$ cat src/rtl/pe_pkg.sv
// Shared constants and types for the inner-product PE datapath.
// Lane geometry is common to the multiplier array and the reduction back end.
package pe_pkg;

    localparam int LANES  = 32;
    localparam int PROD_W = 32;
    localparam int ACC_W  = 48;
    localparam int OUT_W  = 32;
    localparam int CNT_W  = 16;

    // Width of one lane slice on the product bus, shared with the multiplier array.
    localparam int LANE_W = PROD_W;

    localparam logic signed [31:0] INT32_MAX = 32'sh7FFF_FFFF;
    localparam logic signed [31:0] INT32_MIN = 32'sh8000_0000;

endpackage

$ cat src/rtl/pe_acc_if.sv
// Product-beat input and result output handshake bundle of the PE back end.
// master = producer/consumer side, slave = the pe_acc block.
interface pe_acc_if #(
    parameter int LANES  = pe_pkg::LANES,
    parameter int PROD_W = pe_pkg::PROD_W,
    parameter int OUT_W  = pe_pkg::OUT_W,
    parameter int CNT_W  = pe_pkg::CNT_W
) ();

    logic                      in_valid;
    logic                      in_ready;
    logic                      in_last;
    logic [LANES*PROD_W-1:0]   mult_result;

    logic                      out_valid;
    logic                      out_ready;
    logic [OUT_W-1:0]          out_sum;
    logic                      out_ovf;
    logic [CNT_W-1:0]          out_cnt;

    modport master (
        output in_valid, in_last, mult_result, out_ready,
        input  in_ready, out_valid, out_sum, out_ovf, out_cnt
    );

    modport slave (
        input  in_valid, in_last, mult_result, out_ready,
        output in_ready, out_valid, out_sum, out_ovf, out_cnt
    );

endinterface

$ cat src/rtl/pe_add_tree.sv
// Two-stage pipelined reduction of one product beat: 4-lane groups, then the group partials.
// Latency 2 cycles; en_i low freezes every stage (valid/last sideband included).
module pe_add_tree #(
    parameter int LANES  = pe_pkg::LANES,
    parameter int PROD_W = pe_pkg::PROD_W,
    localparam int NGRP  = LANES / 4,
    localparam int P1_W  = PROD_W + 2,
    localparam int P2_W  = P1_W + $clog2(NGRP)
) (
    input  logic                    clk,
    input  logic                    rst_n,
    input  logic                    en_i,
    input  logic                    vld_i,
    input  logic                    last_i,
    input  logic [LANES*PROD_W-1:0] prod_i,
    output logic                    vld_o,
    output logic                    last_o,
    output logic signed [P2_W-1:0]  sum_o
);

    logic signed [P1_W-1:0] p1_d [NGRP];
    logic signed [P1_W-1:0] p1_q [NGRP];
    logic                   v1_q, last1_q;
    logic signed [P2_W-1:0] sum_d, sum_q;
    logic                   v2_q, last2_q;

    always_comb begin
        for (int g = 0; g < NGRP; g++) begin
            p1_d[g] = '0;
            for (int k = 0; k < 4; k++) begin
                p1_d[g] = p1_d[g] + {{2{prod_i[(g*4+k)*PROD_W + PROD_W-1]}},
                                     prod_i[(g*4+k)*PROD_W +: PROD_W]};
            end
        end
    end

    always_comb begin
        sum_d = '0;
        for (int g = 0; g < NGRP; g++) begin
            sum_d = sum_d + {{(P2_W-P1_W){p1_q[g][P1_W-1]}}, p1_q[g]};
        end
    end

    always_ff @(posedge clk or negedge rst_n) begin
        if (!rst_n) begin
            for (int g = 0; g < NGRP; g++) p1_q[g] <= '0;
            v1_q    <= 1'b0;
            last1_q <= 1'b0;
            sum_q   <= '0;
            v2_q    <= 1'b0;
            last2_q <= 1'b0;
        end else if (en_i) begin
            for (int g = 0; g < NGRP; g++) p1_q[g] <= p1_d[g];
            v1_q    <= vld_i;
            last1_q <= vld_i && last_i;
            sum_q   <= sum_d;
            v2_q    <= v1_q;
            last2_q <= last1_q;
        end
    end

    assign vld_o  = v2_q;
    assign last_o = last2_q;
    assign sum_o  = sum_q;

endmodule

$ cat src/rtl/pe_acc.sv
// Reduces 32-lane product beats and accumulates them into one saturated int32 result per vector.
// Latency 3 edges from last-beat accept to out_valid; a held result (out_valid && !out_ready) freezes the whole pipe.
module pe_acc
    import pe_pkg::*;
#(
    parameter int LANES  = pe_pkg::LANES,
    parameter int PROD_W = pe_pkg::PROD_W,
    parameter int ACC_W  = pe_pkg::ACC_W,
    parameter int OUT_W  = pe_pkg::OUT_W,
    parameter int CNT_W  = pe_pkg::CNT_W
) (
    input  logic      clk,
    input  logic      rst_n,
    pe_acc_if.slave   bus
);

    localparam int NGRP = LANES / 4;
    localparam int P2_W = PROD_W + 2 + $clog2(NGRP);

    localparam logic signed [ACC_W-1:0] SAT_HI = {{(ACC_W-OUT_W){1'b0}}, INT32_MAX};
    localparam logic signed [ACC_W-1:0] SAT_LO = {{(ACC_W-OUT_W){1'b1}}, INT32_MIN};

    logic                    stall;
    logic                    v2, last2;
    logic signed [P2_W-1:0]  beat_sum;

    logic signed [ACC_W-1:0] acc_d, acc_q;
    logic [CNT_W-1:0]        cnt_d, cnt_q;
    logic                    first_d, first_q;
    logic                    out_vld_d, out_vld_q;
    logic [OUT_W-1:0]        out_sum_d, out_sum_q;
    logic                    out_ovf_d, out_ovf_q;
    logic [CNT_W-1:0]        out_cnt_d, out_cnt_q;

    logic signed [ACC_W-1:0] beat_ext, base, total;
    logic [CNT_W-1:0]        cnt_inc;
    logic                    sat_hi, sat_lo;

    assign stall        = out_vld_q && !bus.out_ready;
    assign bus.in_ready = !stall;

    pe_add_tree #(
        .LANES  (LANES),
        .PROD_W (PROD_W)
    ) u_tree (
        .clk    (clk),
        .rst_n  (rst_n),
        .en_i   (!stall),
        .vld_i  (bus.in_valid),
        .last_i (bus.in_last),
        .prod_i (bus.mult_result),
        .vld_o  (v2),
        .last_o (last2),
        .sum_o  (beat_sum)
    );

    // The first beat of a vector ignores whatever the accumulator still holds.
    always_comb begin
        beat_ext = {{(ACC_W-P2_W){beat_sum[P2_W-1]}}, beat_sum};
        base     = first_q ? '0 : acc_q;
        total    = base + beat_ext;
        cnt_inc  = first_q ? CNT_W'(1) : cnt_q + CNT_W'(1);
        sat_hi   = total > SAT_HI;
        sat_lo   = total < SAT_LO;
    end

    always_comb begin
        acc_d     = acc_q;
        cnt_d     = cnt_q;
        first_d   = first_q;
        out_vld_d = out_vld_q;
        out_sum_d = out_sum_q;
        out_ovf_d = out_ovf_q;
        out_cnt_d = out_cnt_q;
        if (!stall) begin
            out_vld_d = 1'b0;
            if (v2) begin
                if (last2) begin
                    out_vld_d = 1'b1;
                    out_sum_d = sat_hi ? INT32_MAX : (sat_lo ? INT32_MIN : total[OUT_W-1:0]);
                    out_ovf_d = sat_hi || sat_lo;
                    out_cnt_d = cnt_inc;
                    acc_d     = '0;
                    cnt_d     = '0;
                    first_d   = 1'b1;
                end else begin
                    acc_d     = total;
                    cnt_d     = cnt_inc;
                    first_d   = 1'b0;
                end
            end
        end
    end

    always_ff @(posedge clk or negedge rst_n) begin
        if (!rst_n) begin
            acc_q     <= '0;
            cnt_q     <= '0;
            first_q   <= 1'b1;
            out_vld_q <= 1'b0;
            out_sum_q <= '0;
            out_ovf_q <= 1'b0;
            out_cnt_q <= '0;
        end else begin
            acc_q     <= acc_d;
            cnt_q     <= cnt_d;
            first_q   <= first_d;
            out_vld_q <= out_vld_d;
            out_sum_q <= out_sum_d;
            out_ovf_q <= out_ovf_d;
            out_cnt_q <= out_cnt_d;
        end
    end

    assign bus.out_valid = out_vld_q;
    assign bus.out_sum   = out_sum_q;
    assign bus.out_ovf   = out_ovf_q;
    assign bus.out_cnt   = out_cnt_q;

endmodule
$ cat src/flat_wrapper.sv
// flat-port wrapper written by rule: the top's interface ports become plain ports
module pe_acc_flat import pe_pkg::*;
#(
    parameter int LANES  = pe_pkg::LANES,
    parameter int PROD_W = pe_pkg::PROD_W,
    parameter int ACC_W  = pe_pkg::ACC_W,
    parameter int OUT_W  = pe_pkg::OUT_W,
    parameter int CNT_W  = pe_pkg::CNT_W
)
  (clk, rst_n, bus_in_valid, bus_in_last, bus_mult_result, bus_out_ready, bus_in_ready, bus_out_valid, bus_out_sum, bus_out_ovf, bus_out_cnt);
  pe_acc_if #(.LANES(LANES), .PROD_W(PROD_W), .OUT_W(OUT_W), .CNT_W(CNT_W)) bus_i ();
  input  logic clk;
  input  logic rst_n;
  input wire logic [$bits(bus_i.in_valid)-1:0] bus_in_valid;
  input wire logic [$bits(bus_i.in_last)-1:0] bus_in_last;
  input wire logic [$bits(bus_i.mult_result)-1:0] bus_mult_result;
  input wire logic [$bits(bus_i.out_ready)-1:0] bus_out_ready;
  output wire logic [$bits(bus_i.in_ready)-1:0] bus_in_ready;
  output wire logic [$bits(bus_i.out_valid)-1:0] bus_out_valid;
  output wire logic [$bits(bus_i.out_sum)-1:0] bus_out_sum;
  output wire logic [$bits(bus_i.out_ovf)-1:0] bus_out_ovf;
  output wire logic [$bits(bus_i.out_cnt)-1:0] bus_out_cnt;
  assign bus_i.in_valid = bus_in_valid;
  assign bus_i.in_last = bus_in_last;
  assign bus_i.mult_result = bus_mult_result;
  assign bus_i.out_ready = bus_out_ready;
  assign bus_in_ready = bus_i.in_ready;
  assign bus_out_valid = bus_i.out_valid;
  assign bus_out_sum = bus_i.out_sum;
  assign bus_out_ovf = bus_i.out_ovf;
  assign bus_out_cnt = bus_i.out_cnt;
  pe_acc #(.LANES(LANES), .PROD_W(PROD_W), .ACC_W(ACC_W), .OUT_W(OUT_W), .CNT_W(CNT_W)) u_core (.clk(clk), .rst_n(rst_n), .bus(bus_i));
endmodule
$ cat config.mk
export PLATFORM = sky130hd
export DESIGN_NAME = pe_acc_flat
export DESIGN_NICKNAME = d
export VERILOG_FILES = /design/src/rtl/pe_pkg.sv /design/src/rtl/pe_acc_if.sv /design/src/rtl/pe_add_tree.sv /design/src/rtl/pe_acc.sv /design/src/flat_wrapper.sv
export SDC_FILE = /design/constraint.sdc
export NUM_CORES = 2
export LEC_CHECK = 0
export ABC_AREA = 1
export CORE_AREA = 2 2 420 422
export DETAILED_ROUTE_END_ITERATION = 8
export DIE_AREA = 0 0 422 424
export GPL_ROUTABILITY_DRIVEN = 0
export HOLD_SLACK_MARGIN = 0.02
export SLEW_MARGIN = 20
export SYNTH_ARGS = -nofsm -noshare
export SYNTH_HDL_FRONTEND = slang
export SYNTH_HIERARCHICAL = 1
export SYNTH_SLANG_ARGS = --single-unit
$ cat constraint.sdc
create_clock -name clk -period 3.7 [get_ports clk]
set_input_delay 0.555 -clock clk [delete_from_list [all_inputs] [get_ports clk]]
set_output_delay 0.555 -clock clk [all_outputs]
set_load 0.01 [all_outputs]
[Word level (Yosys, flattened, before mapping)]
Index checks and enable logic that the tools add are counted.
Word-level totals
  flip-flop bits (word level): 428
  input port bits: 1029
  output and inout bits: 51
Operators by class
  reductions and logical operators: 7
  bitwise logic cells: 1
  $add $sub $neg: 33
  magnitude comparators: 2
  multiplexer cells: 8
Operators by type and width (number)
  $add 33x32->34: 8
  $add 34x34->34: 8
  $add 32x32->33: 8
  $add 37x37->37: 4
  $mux 48: 2
  $mux 32: 2
  $add 48x37->48: 1
  $gt 48x32->1 const B: 1
  $lt 48x32->1 const B: 1
  $add 36x34->37: 1
  $add 35x34->36: 1
  $add 34x34->35: 1
  $mux 16: 2
  $add 16x1->16 const B: 1
  $reduce_and 3->1: 1
  $logic_and 1x1->1: 2
  $logic_not 1->1: 2
  $mux 1: 2
  $reduce_and 2->1: 1
  $logic_or 1x1->1: 1
  $not 1->1: 1

[Longest topological paths before layout]
  depth after elaboration: 7
  gate-level depth with buffers: 27

[Hierarchy]
Netlist, hierarchy kept.
Modules (own cells, without submodules)
  pe_add_tree: cells each 6160, area an instance 46861.2 µm², times used 1
  pe_acc: cells each 1496, area an instance 9210.1 µm², times used 1

[Least setup slack after synthesis]
Ideal clock, no wire load.
  path kind: reg2reg
  start point: reg u_core/u_tree/p1_q[104] (netlist bit)
  end point: reg u_core.u_tree.sum_q[30] (netlist: u_core/u_tree/sum_o[30])
  buffers on the path: 0
  stages on the path, launching flop included: 21
  arrival: 3.883 ns
  clock period less this slack: 4.001 ns
  library setup time: 0.118 ns
  path slack: -0.301 ns
  path through: dfrtp_1 inv_1 fa_1 inv_1 fa_1 fa_1 inv_1 fa_1 inv_1 ha_1 fa_1 nand3_1 nand3_2 nand2_1 nand2_2 nand2_1 nand2_1 nand3_1 nand3_1 nand3_1 nand2_1
Between the ends
  cells in the longest elaborated chain, start to end: 4
Ends and longest elaborated chain
  start, declared: line pe_add_tree.sv:22  | logic signed [P1_W-1:0] p1_q [NGRP];
  $add 37x37->37 (4 in series): line pe_add_tree.sv:40  | sum_d = sum_d + {{(P2_W-P1_W){p1_q[g][P1_W-1]}}, p1_q[g]};
  end signal, assigned: line pe_add_tree.sv:56  | sum_q <= sum_d;
  end, declared: line pe_add_tree.sv:24  | logic signed [P2_W-1:0] sum_d, sum_q;
Every way passes these cells.
A chain may end at the register's enable or synchronous reset.

[Worst setup path in the final report]
  start point: reg u_core/u_tree/p1_q[6] (netlist bit)
  end point: reg u_core.u_tree.sum_q[20] (netlist: u_core/u_tree/sum_o[20])
Between the ends
  cells in the longest elaborated chain, start to end: 1
Ends and longest elaborated chain (line)
  $add 37x37->37: pe_add_tree.sv:40
Every way passes these cells.

==> out/summary.txt <==
status: finished with violations
failing checks: setup timing
number of global-route vias before repair: 56600
Hold EP: u_core/u_tree/p1_q[228]$_DFFE_PN0P_
CP Launch Type: register
core area: 175000 um^2
Yosys reg bits: 428
fin area: 77500 um^2
pin count of the biggest net entering global routing: 147
share of layout cells above drive strength 1: 0.120
launching point of the worst reg2reg path: u_core/u_tree/p1_q[6]$_DFFE_PN0P_
antenna violations before repair: 6
worst hold slack: 0.480 ns
WL final: 228 mm
htree depth: 2
FF-to-FF path depth: 20
Die ar.: 179000 um^2
Adder-Cell Fraction of Synth Area: 0.338
max-cap viol count: 0
Inserted Clock Buffers: 49
sequential share of the synthesized area: 0.191
Port Buffers: 1079
initial core utilization: 0.320
flop2flop setup slack: -0.37 ns
I/O Pins: 1080
Cell variety after synth: 41
DR vias: 55800
CP Cell Sequence: inv_2 > fa_1 > inv_2 > fa_1 > fa_1 > inv_2 > fa_1 > inv_2 > ha_4 > nand2_4 > inv_2 > nand2_2 > nand2_1 > nand2_1 > nand2_2 > nand2_2 > nand3_4 > or2_1 > nand3_1 > nand2_1
Rows: 154
arrival time worst endpoint: 4.57 ns
Reg clk slew, reported paths: 0.06 ns
first-pass GRT wire length: 336 mm
GRT overflow: 0
EDFF count, synth: 0
CTS tree: built
Synth Area in Simple Gates: 0.262
Relative slew margins: 0.392
compound-cell area share of the yosys netlist: 0.0868
Hold Crit Depth: 2
area delta synth->final: 38.2%
r2r endpoint: u_core/u_tree/sum_o[20]$_DFFE_PN0P_
initial drt markers: 4358
Final TNS setup: -8.73 ns
Worst setup EP type: register
main combinational cell family by area after synthesis: adder cells
Syn Area/Cell: 7.32 um^2
fin nets: 11400
dpl cell area: 73800 um^2
top fanout value on the critical path: 4
max-slew violations: 0
CTS Sinks: 428
fillcell total: 17800
Root Driver: clkbuf_16
Post-Layout Cell Count: 11700
RSZ-0062 raised after global routing: true
placed instance count: 11500
GRT Total Usage: 0.246
Hold Crit Class: register to register
Final ANT Viol Nets: 0
Setup WS post-layout: -0.367 ns
Max Freq: 246 MHz
min-delay src: u_core/u_tree/p1_q[228]$_DFFE_PN0P_
# setup viols final: 31
Die Y: 424 um
syn nets: 9762
maximum clock path buffer count: 3
post-synthesis cell area: 56100 um^2
Worst Path Buf+Inv: 5
worst slew pin tran: 0.912 ns
multiplexer share of the synthesized area: 0
via/cell ratio: 4.78
crit share post-route: 1.10
min cycle time layout: 4.07 ns
CP max-delay cell: fa_1
Fin. Hold Viols: 0
drt first pass iters: 6
clk_skew: 0.0374 ns
Ys Warns: 6
cell family with most CP delay: adder cells
Final HPWL DP: 199 mm
Async SR Flop Fraction: 1.00
crit-path max cell delay: 0.56 ns
synthesized instance count: 7656
Worst Path Required: 4.21 ns
most common flop cell mapped by yosys: dfrtp_1
WL/cell: 19.5 um
Worst-Skew Late Latency: 0.63 ns
most used cell, CP: inv_2
Synth Area in XOR/XNOR: 0.0208
Residual DRC: 0
Setup CP Type: register to register
Die W: 422 um
## state kept, by name (all words and copies together) (netlist names), 16 cells and up
name	count
u_core/u_tree/p1_q	272
u_core/acc_q	48
u_core/u_tree/sum_o	37
u_core/bus.out_sum	32
u_core/bus.out_cnt	16
u_core/cnt_q	16
## per-stage QoR
stage	setup slack, ns	util
4_1_cts	-0.371	0.437
3_5_place_dp	-0.538	0.422
3_3_place_gp	-0.568	0.422
5_1_grt	-0.551	0.443
6_report	-0.367	0.443
2_1_floorplan	-0.120	-
## cell usage in the layout, fill, tap and decap left out, drive strengths merged
| cell | instances |
|---|---|
| o21a | 2 |
| nor3 | 101 |
| o31ai | 2 |
| or2 | 20 |
| nand4 | 64 |
| a31oi | 3 |
| clkinv | 15 |
| nand3 | 357 |
| nor2 | 597 |
| diode | 1 |
| dfrtp | 427 |
| ha | 349 |
| o21ai | 452 |
| and2 | 2 |
| o21bai | 26 |
| a21boi | 2 |
| dfstp | 1 |
| dlygate4sd3 | 1 |
| inv | 1376 |
| nand3b | 21 |
| nor4 | 4 |
| buf | 595 |
| o221ai | 1 |
| a21oi | 390 |
| xnor2 | 109 |
| bufinv | 3 |
| o22ai | 48 |
| nand2 | 2449 |
| fa | 728 |
| clkinvlp | 4 |
| clkdlybuf4s50 | 1078 |
| clkbuf | 72 |
| xor2 | 24 |
## what timing repair did
item                       CTS  global route
setup endpoints to repair   33            66
hold endpoints to repair    58             0
buffers inserted            10            31
pin swaps                   52            81
cloned                       0             8
gates resized for setup    185           197
hold buffers                 1             0
## synthesized netlist by cell type, types with 4 or more instances
master | number | area [um^2]
xnor2_1 | 109 | 955
dfrtp_1 | 427 | 10700
nor4_1 | 4 | 25.0
nor2_1 | 571 | 2140
xor2_1 | 24 | 210
o21ai_1 | 52 | 260
inv_1 | 1360 | 5100
o21ai_0 | 383 | 1920
ha_1 | 349 | 4370
a21oi_2 | 4 | 35.0
nand3_1 | 349 | 1750
nand3b_1 | 21 | 158
fa_1 | 728 | 14600
buf_4 | 9 | 67.6
clkbuf_1 | 46 | 173
buf_6 | 6 | 67.6
buf_1 | 7 | 26.3
nand2_2 | 58 | 363
nor3_2 | 4 | 40.0
inv_2 | 13 | 48.8
nor3_1 | 97 | 485
a21oi_1 | 386 | 1930
nor2_2 | 26 | 163
nand3_2 | 8 | 80.1
o21ai_2 | 16 | 140
buf_2 | 36 | 180
nand4_1 | 64 | 400
o21bai_1 | 26 | 195
o22ai_1 | 48 | 300
nand2_1 | 2391 | 8970
or2_1 | 17 | 106
## layout make-up
class / count / area [um^2] / area share
multi-input combinational: 5751 / 41200 / 0.532
timing repair buffer: 1679 / 15800 / 0.204
sequential: 428 / 10700 / 0.138
inverter: 1373 / 5160 / 0.0666
tap: 2340 / 2930 / 0.0378
clock buffer: 67 / 1400 / 0.0181
clock inverter: 25 / 293 / 0.00378
antenna: 1 / 2.50 / 0.0000323
## how the worst max path moves through the flow
stage | startpoint | slack [ns] | endpoint | cells after the start
floorplan | u_core/u_tree/p1_q[2]$_DFFE_PN0P_ | -0.12 | u_core/u_tree/sum_o[30]$_DFFE_PN0P_ | 20
global placement | u_core/u_tree/p1_q[2]$_DFFE_PN0P_ | -0.57 | u_core/u_tree/sum_o[30]$_DFFE_PN0P_ | 20
detailed placement | bus_mult_result[545] | -0.54 | u_core/u_tree/p1_q[133]$_DFFE_PN0P_ | 17
CTS | u_core/u_tree/p1_q[70]$_DFFE_PN0P_ | -0.37 | u_core/u_tree/sum_o[34]$_DFFE_PN0P_ | 21
global route | u_core/u_tree/p1_q[6]$_DFFE_PN0P_ | -0.55 | u_core/u_tree/sum_o[20]$_DFFE_PN0P_ | 20
finish | u_core/u_tree/p1_q[6]$_DFFE_PN0P_ | -0.37 | u_core/u_tree/sum_o[20]$_DFFE_PN0P_ | 20
## cell families (layout without fill, tap and decap cells)
| group | Yosys count | in the layout |
|---|---|---|
| other | 0 | 1 |
| xor gates and xnor gates | 133 | 133 |
| buffers and inverters | 1477 | 3144 |
| DFF | 428 | 428 |
| adders and majority gates | 1077 | 1077 |
| AOI/OAI and AO/OA | 926 | 926 |
| and+or+nand+nor | 3615 | 3615 |
## layer usage
metal,track usage,part of all wire,vias to the layer above
met5,0,0.00012,-
met4,0.0842,0.039,4
met3,0.0267,0.054,296
met1,0.322,0.43,26700
met2,0.421,0.48,1882
li1,-,-,26900
## worst min-delay path, stage by stage, from the launching register on
cell	delay (ns)
dfrtp_1	0.34
nand2_1	0.06
nand2_1	0.05
Power is left out: the tool's default activity adds up to more than one toggle a clock period on the data nets, which glitch-free logic cannot reach.
